File: src/rtl/clock_meter_pkg.sv
// Shared types and constants for the clock period meter.
package clock_meter_pkg;

  typedef enum logic [1:0] {
    IDLE    = 2'd0,
    ARM     = 2'd1,
    MEASURE = 2'd2,
    STALL   = 2'd3
  } meter_state_t;

  localparam int unsigned AVG_DEPTH = 4;

endpackage

File: src/rtl/bit_synchronizer.sv
// Multi-flop synchronizer for a single asynchronous bit; chain resets to 0.
module bit_synchronizer #(
  parameter int unsigned STAGES = 2
) (
  input  logic clk,
  input  logic rst,
  input  logic d,
  output logic q
);

  logic [STAGES-1:0] chain;

  always_ff @(posedge clk or posedge rst) begin
    if (rst) begin
      chain <= '0;
    end else begin
      chain <= {chain[STAGES-2:0], d};
    end
  end

  assign q = chain[STAGES-1];

endmodule

File: src/rtl/clock_period_meter.sv
// Measures period and high time of measuredClock in masterClock cycles and flags stalls.
// Define CLOCK_METER_AVG_EN to report the period as a running average of the last 4 periods.
module clock_period_meter
  import clock_meter_pkg::*;
#(
  parameter int unsigned SYNC_STAGES = 2,
  parameter int unsigned COUNT_WIDTH = 16,
  parameter int unsigned TIMEOUT     = 65535
) (
  input  logic                   masterClock,
  input  logic                   masterReset,
  input  logic                   measuredClock,
  input  logic                   enable,
  output logic [COUNT_WIDTH-1:0] period,
  output logic [COUNT_WIDTH-1:0] highTime,
  output logic                   periodValid,
  output logic                   stalled
);

  localparam logic [COUNT_WIDTH-1:0] TimeoutVal = COUNT_WIDTH'(TIMEOUT);
  localparam logic [COUNT_WIDTH-1:0] CntOne     = COUNT_WIDTH'(1);

  logic s, sDly, rise;
  meter_state_t state, stateNext;
  logic [COUNT_WIDTH-1:0] cnt, cntNext, hiCnt, hiCntNext;
  logic [COUNT_WIDTH-1:0] periodNext, highTimeNext, hiInc;
  logic [COUNT_WIDTH-1:0] periodSample;
  logic validNext, stalledNext, sampleReady;

  bit_synchronizer #(
    .STAGES (SYNC_STAGES)
  ) u_sync (
    .clk (masterClock),
    .rst (masterReset),
    .d   (measuredClock),
    .q   (s)
  );

  assign rise  = s & ~sDly;
  assign hiInc = (hiCnt == TimeoutVal) ? hiCnt : hiCnt + COUNT_WIDTH'(s);

  always_comb begin
    stateNext    = state;
    cntNext      = cnt;
    hiCntNext    = hiCnt;
    periodNext   = period;
    highTimeNext = highTime;
    validNext    = 1'b0;
    stalledNext  = stalled;
    if (!enable) begin
      stateNext   = IDLE;
      cntNext     = '0;
      hiCntNext   = '0;
      stalledNext = 1'b0;
    end else begin
      unique case (state)
        IDLE: stateNext = ARM;
        ARM: begin
          if (rise) begin
            stateNext = MEASURE;
            cntNext   = CntOne;
            hiCntNext = CntOne;
          end
        end
        MEASURE: begin
          if (rise) begin
            if (sampleReady) begin
              periodNext   = periodSample;
              highTimeNext = hiCnt;
              validNext    = 1'b1;
            end
            cntNext   = CntOne;
            hiCntNext = CntOne;
          end else if (cnt == TimeoutVal) begin
            stateNext   = STALL;
            stalledNext = 1'b1;
          end else begin
            // cnt can never pass TIMEOUT here: reaching it diverts to STALL above
            cntNext   = cnt + CntOne;
            hiCntNext = hiInc;
          end
        end
        STALL: begin
          if (rise) begin
            stateNext   = MEASURE;
            stalledNext = 1'b0;
            cntNext     = CntOne;
            hiCntNext   = CntOne;
          end
        end
        default: stateNext = IDLE;
      endcase
    end
  end

  always_ff @(posedge masterClock or posedge masterReset) begin
    if (masterReset) begin
      state       <= IDLE;
      sDly        <= 1'b0;
      cnt         <= '0;
      hiCnt       <= '0;
      period      <= '0;
      highTime    <= '0;
      periodValid <= 1'b0;
      stalled     <= 1'b0;
    end else begin
      state       <= stateNext;
      sDly        <= s;
      cnt         <= cntNext;
      hiCnt       <= hiCntNext;
      period      <= periodNext;
      highTime    <= highTimeNext;
      periodValid <= validNext;
      stalled     <= stalledNext;
    end
  end

`ifdef CLOCK_METER_AVG_EN
  localparam int unsigned HistDepth = AVG_DEPTH - 1;
  localparam int unsigned AvgShift  = $clog2(AVG_DEPTH);

  // Older periods only; the current cnt is the newest window entry.
  logic [COUNT_WIDTH-1:0] hist [HistDepth];
  logic [AvgShift-1:0]    histCount;
  logic [COUNT_WIDTH+1:0] avgSum;
  logic                   pushHist, clearHist;

  always_comb begin
    avgSum = {2'b00, cnt};
    for (int i = 0; i < int'(HistDepth); i++) begin
      avgSum = avgSum + {2'b00, hist[i]};
    end
  end

  assign periodSample = COUNT_WIDTH'(avgSum >> AvgShift);
  assign sampleReady  = (histCount == AvgShift'(HistDepth));
  assign pushHist     = enable && (state == MEASURE) && rise;
  assign clearHist    = (stateNext == IDLE) || (stateNext == STALL);

  always_ff @(posedge masterClock or posedge masterReset) begin
    if (masterReset) begin
      histCount <= '0;
      for (int i = 0; i < int'(HistDepth); i++) hist[i] <= '0;
    end else if (clearHist) begin
      histCount <= '0;
      for (int i = 0; i < int'(HistDepth); i++) hist[i] <= '0;
    end else if (pushHist) begin
      hist[0] <= cnt;
      for (int i = 1; i < int'(HistDepth); i++) hist[i] <= hist[i-1];
      if (!sampleReady) histCount <= histCount + AvgShift'(1);
    end
  end
`else
  assign periodSample = cnt;
  assign sampleReady  = 1'b1;
`endif

endmodule
File: config.mk
export PLATFORM = sky130hd
export DESIGN_NAME = clock_period_meter
export DESIGN_NICKNAME = d
export VERILOG_FILES = /design/src/rtl/clock_meter_pkg.sv /design/src/rtl/bit_synchronizer.sv /design/src/rtl/clock_period_meter.sv
export SDC_FILE = /design/constraint.sdc
export NUM_CORES = 1
export LEC_CHECK = 0
export BUFFER_PORTS_ARGS = -buffer_cell sky130_fd_sc_hd__buf_2
export CORE_MARGIN = 1
export CORE_UTILIZATION = 58
export DETAILED_ROUTE_END_ITERATION = 10
export GPL_TIMING_DRIVEN = 1
export PLACE_DENSITY = 0.76
export SETUP_SLACK_MARGIN = 0.5
export SYNTH_ARGS = -nofsm -noshare
export SYNTH_HDL_FRONTEND = slang
export SYNTH_SLANG_ARGS = --single-unit
export TNS_END_PERCENT = 10
File: constraint.sdc
create_clock -name masterClock -period 3.3 [get_ports masterClock]
set_clock_uncertainty 0.1 [all_clocks]
set_input_delay 0.825 -clock masterClock [delete_from_list [all_inputs] [get_ports masterClock]]
set_output_delay 0.825 -clock masterClock [all_outputs]
set_load 0.02 [all_outputs]
==> flow_metrics.env <==
export IMPL_finalCritPeriodShare_pct=76.82
export IMPL_hold_class="flop to flop"
export IMPL_postSynthAreaPerCell_um2=10.87
export IMPL_htreeDepth=3
export IMPL_min_period_ps=2535
export IMPL_syn2layout_area_growth_pct=12.98
export IMPL_cpPeakStageDelay_ps=500
export IMPL_dp_hpwl_mm=4.560
export IMPL_clock_latency_ps=350
export IMPL_antenna_cells=0
export IMPL_drtPass1Iterations=4
export IMPL_crit_slowest_cell="nor4_1"
export IMPL_place_inst=403
export IMPL_p_leak_nw=1.822
export IMPL_pin_count=38
export IMPL_avgViaCountPerCell=6.074
export IMPL_grt_pass1_vias=2356
export IMPL_antenna_found_initial=0
export IMPL_crit_path_max_fanout=20
export IMPL_p_total_mw=1.617
export IMPL_drv_cap=0
export IMPL_synth_flop_cell="dfrtp_1"
export IMPL_tightest_slew_ps=662.1
export IMPL_synth_edf_count=0
export IMPL_ys_async_sr_fraction_pct=100.0
export IMPL_outcome="complete, no violations"
export IMPL_setup_viol=0
export IMPL_num_rows=27
export IMPL_cts_sinks=71
export IMPL_place_area_um2=3558
export IMPL_syn_inst=304
export IMPL_die_area_um2=6005
export IMPL_cts_tree="done"
export IMPL_hold_violations=0
export IMPL_powerDensity_nw_per_um2=432.9
export IMPL_drv_slew=0
export IMPL_cts_root_buf="clkbuf_8"
export IMPL_critPathArrivalTime_ps=2670
export IMPL_postLayoutCoreUtil_pct=67.83
export IMPL_fin_nets=349
export IMPL_tns_ps=0
export IMPL_numPortBuffers=37
export IMPL_ys_types=38
export IMPL_cts_clk_slew_worst_paths_ps=70
export IMPL_cp_end_kind="flop"
export IMPL_die_y_um=77.50
export IMPL_drive_gt1_share_pct=28.53
export IMPL_wirelength_mm=6.767
export IMPL_peakVddDrop_mv=0.3363
export IMPL_netlist_area_um2=3306
export IMPL_die_x_um=77.50
export IMPL_gr_total_overflow=0
export IMPL_ant_nets=0
export IMPL_syn_nets=311
export IMPL_rsz0062_at_grt="false"
export IMPL_grt_pass1_wl_mm=11.65
export IMPL_ys_ff_latch=71
export IMPL_cts_buffers=9
export IMPL_cp_cell_sequence="ha_1 -> nand4_1 -> nor4_1 -> a32o_2 -> buf_4 -> o21ai_0 -> o41ai_1"
export IMPL_core_region_area_um2=5507
export IMPL_cp_start_kind="flop"
export IMPL_grt_usage_pct=25.29
export IMPL_max_freq_mhz=394.5
export IMPL_grt_max_degree=41
export IMPL_clock_path_buffers=2
export IMPL_yosys_warnings=0
export IMPL_design_area_um2=3735
export IMPL_drc=0
export IMPL_post_drt_wl_per_cell_um=16.15
export IMPL_vias=2545
export IMPL_drt_iter0_markers=194
export IMPL_maxSlewHeadroom_pct=55.52
export IMPL_initial_core_util_pct=60.03
export IMPL_yosysSeqAreaShare_pct=53.75
export IMPL_gp_congestion=0.8729
export IMPL_worstPathRequired_ps=3440
export IMPL_fin_cells=419
export IMPL_path_class="flop to flop"
power breakdown:
group	internal, mW	switching, mW
sequential	0.883	0.0154
combinational	0.0326	0.0694
clock	0.309	0.307
cell usage after synthesis, types with 2 or more instances:
master	number	area share, %
dfrtp_1	71	54
mux2_2	32	11
o31ai_1	26	5.9
o21ai_0	25	3.8
nand2_1	23	2.6
nor2_1	21	2.4
nand3_1	11	1.7
clkbuf_1	10	1.1
nand4_1	9	1.7
a21oi_1	8	1.2
a31oi_1	6	1.1
and3_1	6	1.1
nand2b_1	6	1.1
inv_1	5	0.57
nor3_1	5	0.76
nor4_1	4	0.76
and2_1	3	0.57
buf_2	3	0.45
ha_1	3	1.1
nor2b_1	3	0.57
o41ai_1	3	0.79
and4_1	2	0.53
buf_6	2	0.68
o22a_1	2	0.53
o41ai_2	2	0.98
area by class of cell:
class                           count  area (µm²)
Inverter                            5       18.77
Multi-Input combinational cell    212        1431
Timing Repair Buffer               43       242.7
Tap cell                           72       90.09
Fill cell                         451        1772
Clock inverter                      4       20.02
Clock buffer                       12       155.1
Sequential cell                    71        1777
critical path, delay by kind of cell, from the launching register on:
| kind | cells | cell delay [ps] |
|---|---|---|
| AOI/OAI and AO/OA | 3 | 650 |
| adders and majority gates | 1 | 240 |
| buffers and inverters | 1 | 300 |
| DFF | 1 | 440 |
| and+or+nand+nor | 2 | 680 |
state kept, by name (all words and copies together) (netlist names):
| register | count |
|---|---|
| cnt | 16 |
| hiCnt | 16 |
| highTime | 16 |
| period | 16 |
| state | 2 |
| u_sync.chain | 2 |
| periodValid | 1 |
| sDly | 1 |
| stalled | 1 |
worst paths after layout:
kind	start	to	slack (ps)	cells past startpoint
min in group asynchronous	masterReset	period[7]$_DFFE_PP0P_	460	2
hold reg to reg	u_sync.chain[0]$_DFF_PP0_	u_sync.chain[1]$_DFF_PP0_	260	0
setup / recovery	cnt[1]$_DFFE_PP0P_	cnt[8]$_DFFE_PP0P_	760	7
setup reg to reg	cnt[1]$_DFFE_PP0P_	cnt[8]$_DFFE_PP0P_	760	7
hold / removal	u_sync.chain[0]$_DFF_PP0_	u_sync.chain[1]$_DFF_PP0_	260	0
max in group asynchronous	masterReset	hiCnt[11]$_DFFE_PP0P_	1990	3
cell usage in the layout, fill, tap and decap left out, types with 5 or more instances in the layout:
master | synthesis | layout
and3_1 | 6 | 6
nand2_1 | 23 | 23
nand2b_1 | 6 | 6
buf_2 | 3 | 37
nor3_1 | 5 | 5
nand4_1 | 9 | 9
o31ai_1 | 26 | 26
nor2_1 | 21 | 20
clkbuf_8 | 0 | 11
nand3_1 | 11 | 11
buf_4 | 1 | 5
a21oi_1 | 8 | 8
o21ai_0 | 25 | 25
a31oi_1 | 6 | 6
mux2_2 | 32 | 32
dfrtp_1 | 71 | 71
routing by layer:
layer  vias to the layer above  global-route usage [%]  share of wire, %
met1                      1234                   37.49                51
met3                        10                   6.000               4.5
li1                       1216                       -                 -
met5                         -                       0                 0
met2                        85                   35.13                43
met4                         0                   11.32               1.7
metrics by stage:
| step | setup slack, ps | hold slack [ps] |
|---|---|---|
| 3_5_place_dp | 494.8 | 240.3 |
| 2_1_floorplan | 578.4 | 231.2 |
| 5_1_grt | 552.2 | 260.7 |
| 4_1_cts | 540.7 | 257.1 |
| 3_3_place_gp | 560.9 | 234.0 |
| 6_report | 764.9 | 255.3 |
what timing repair did:
action                     CTS  global route
hold buffers                 0             0
setup buffers                0             0
gates resized for setup      0             1
setup endpoints to repair    0            32
cell families after synthesis:
group | Yosys count | synth area share (%)
simple gates | 98 | 14.99
compound gates | 79 | 16.16
flops | 71 | 53.75
mux | 32 | 10.90
buf+inv | 21 | 3.066
fa+ha+maj | 3 | 1.136
Note: power is estimated with default switching activity, not from simulation.
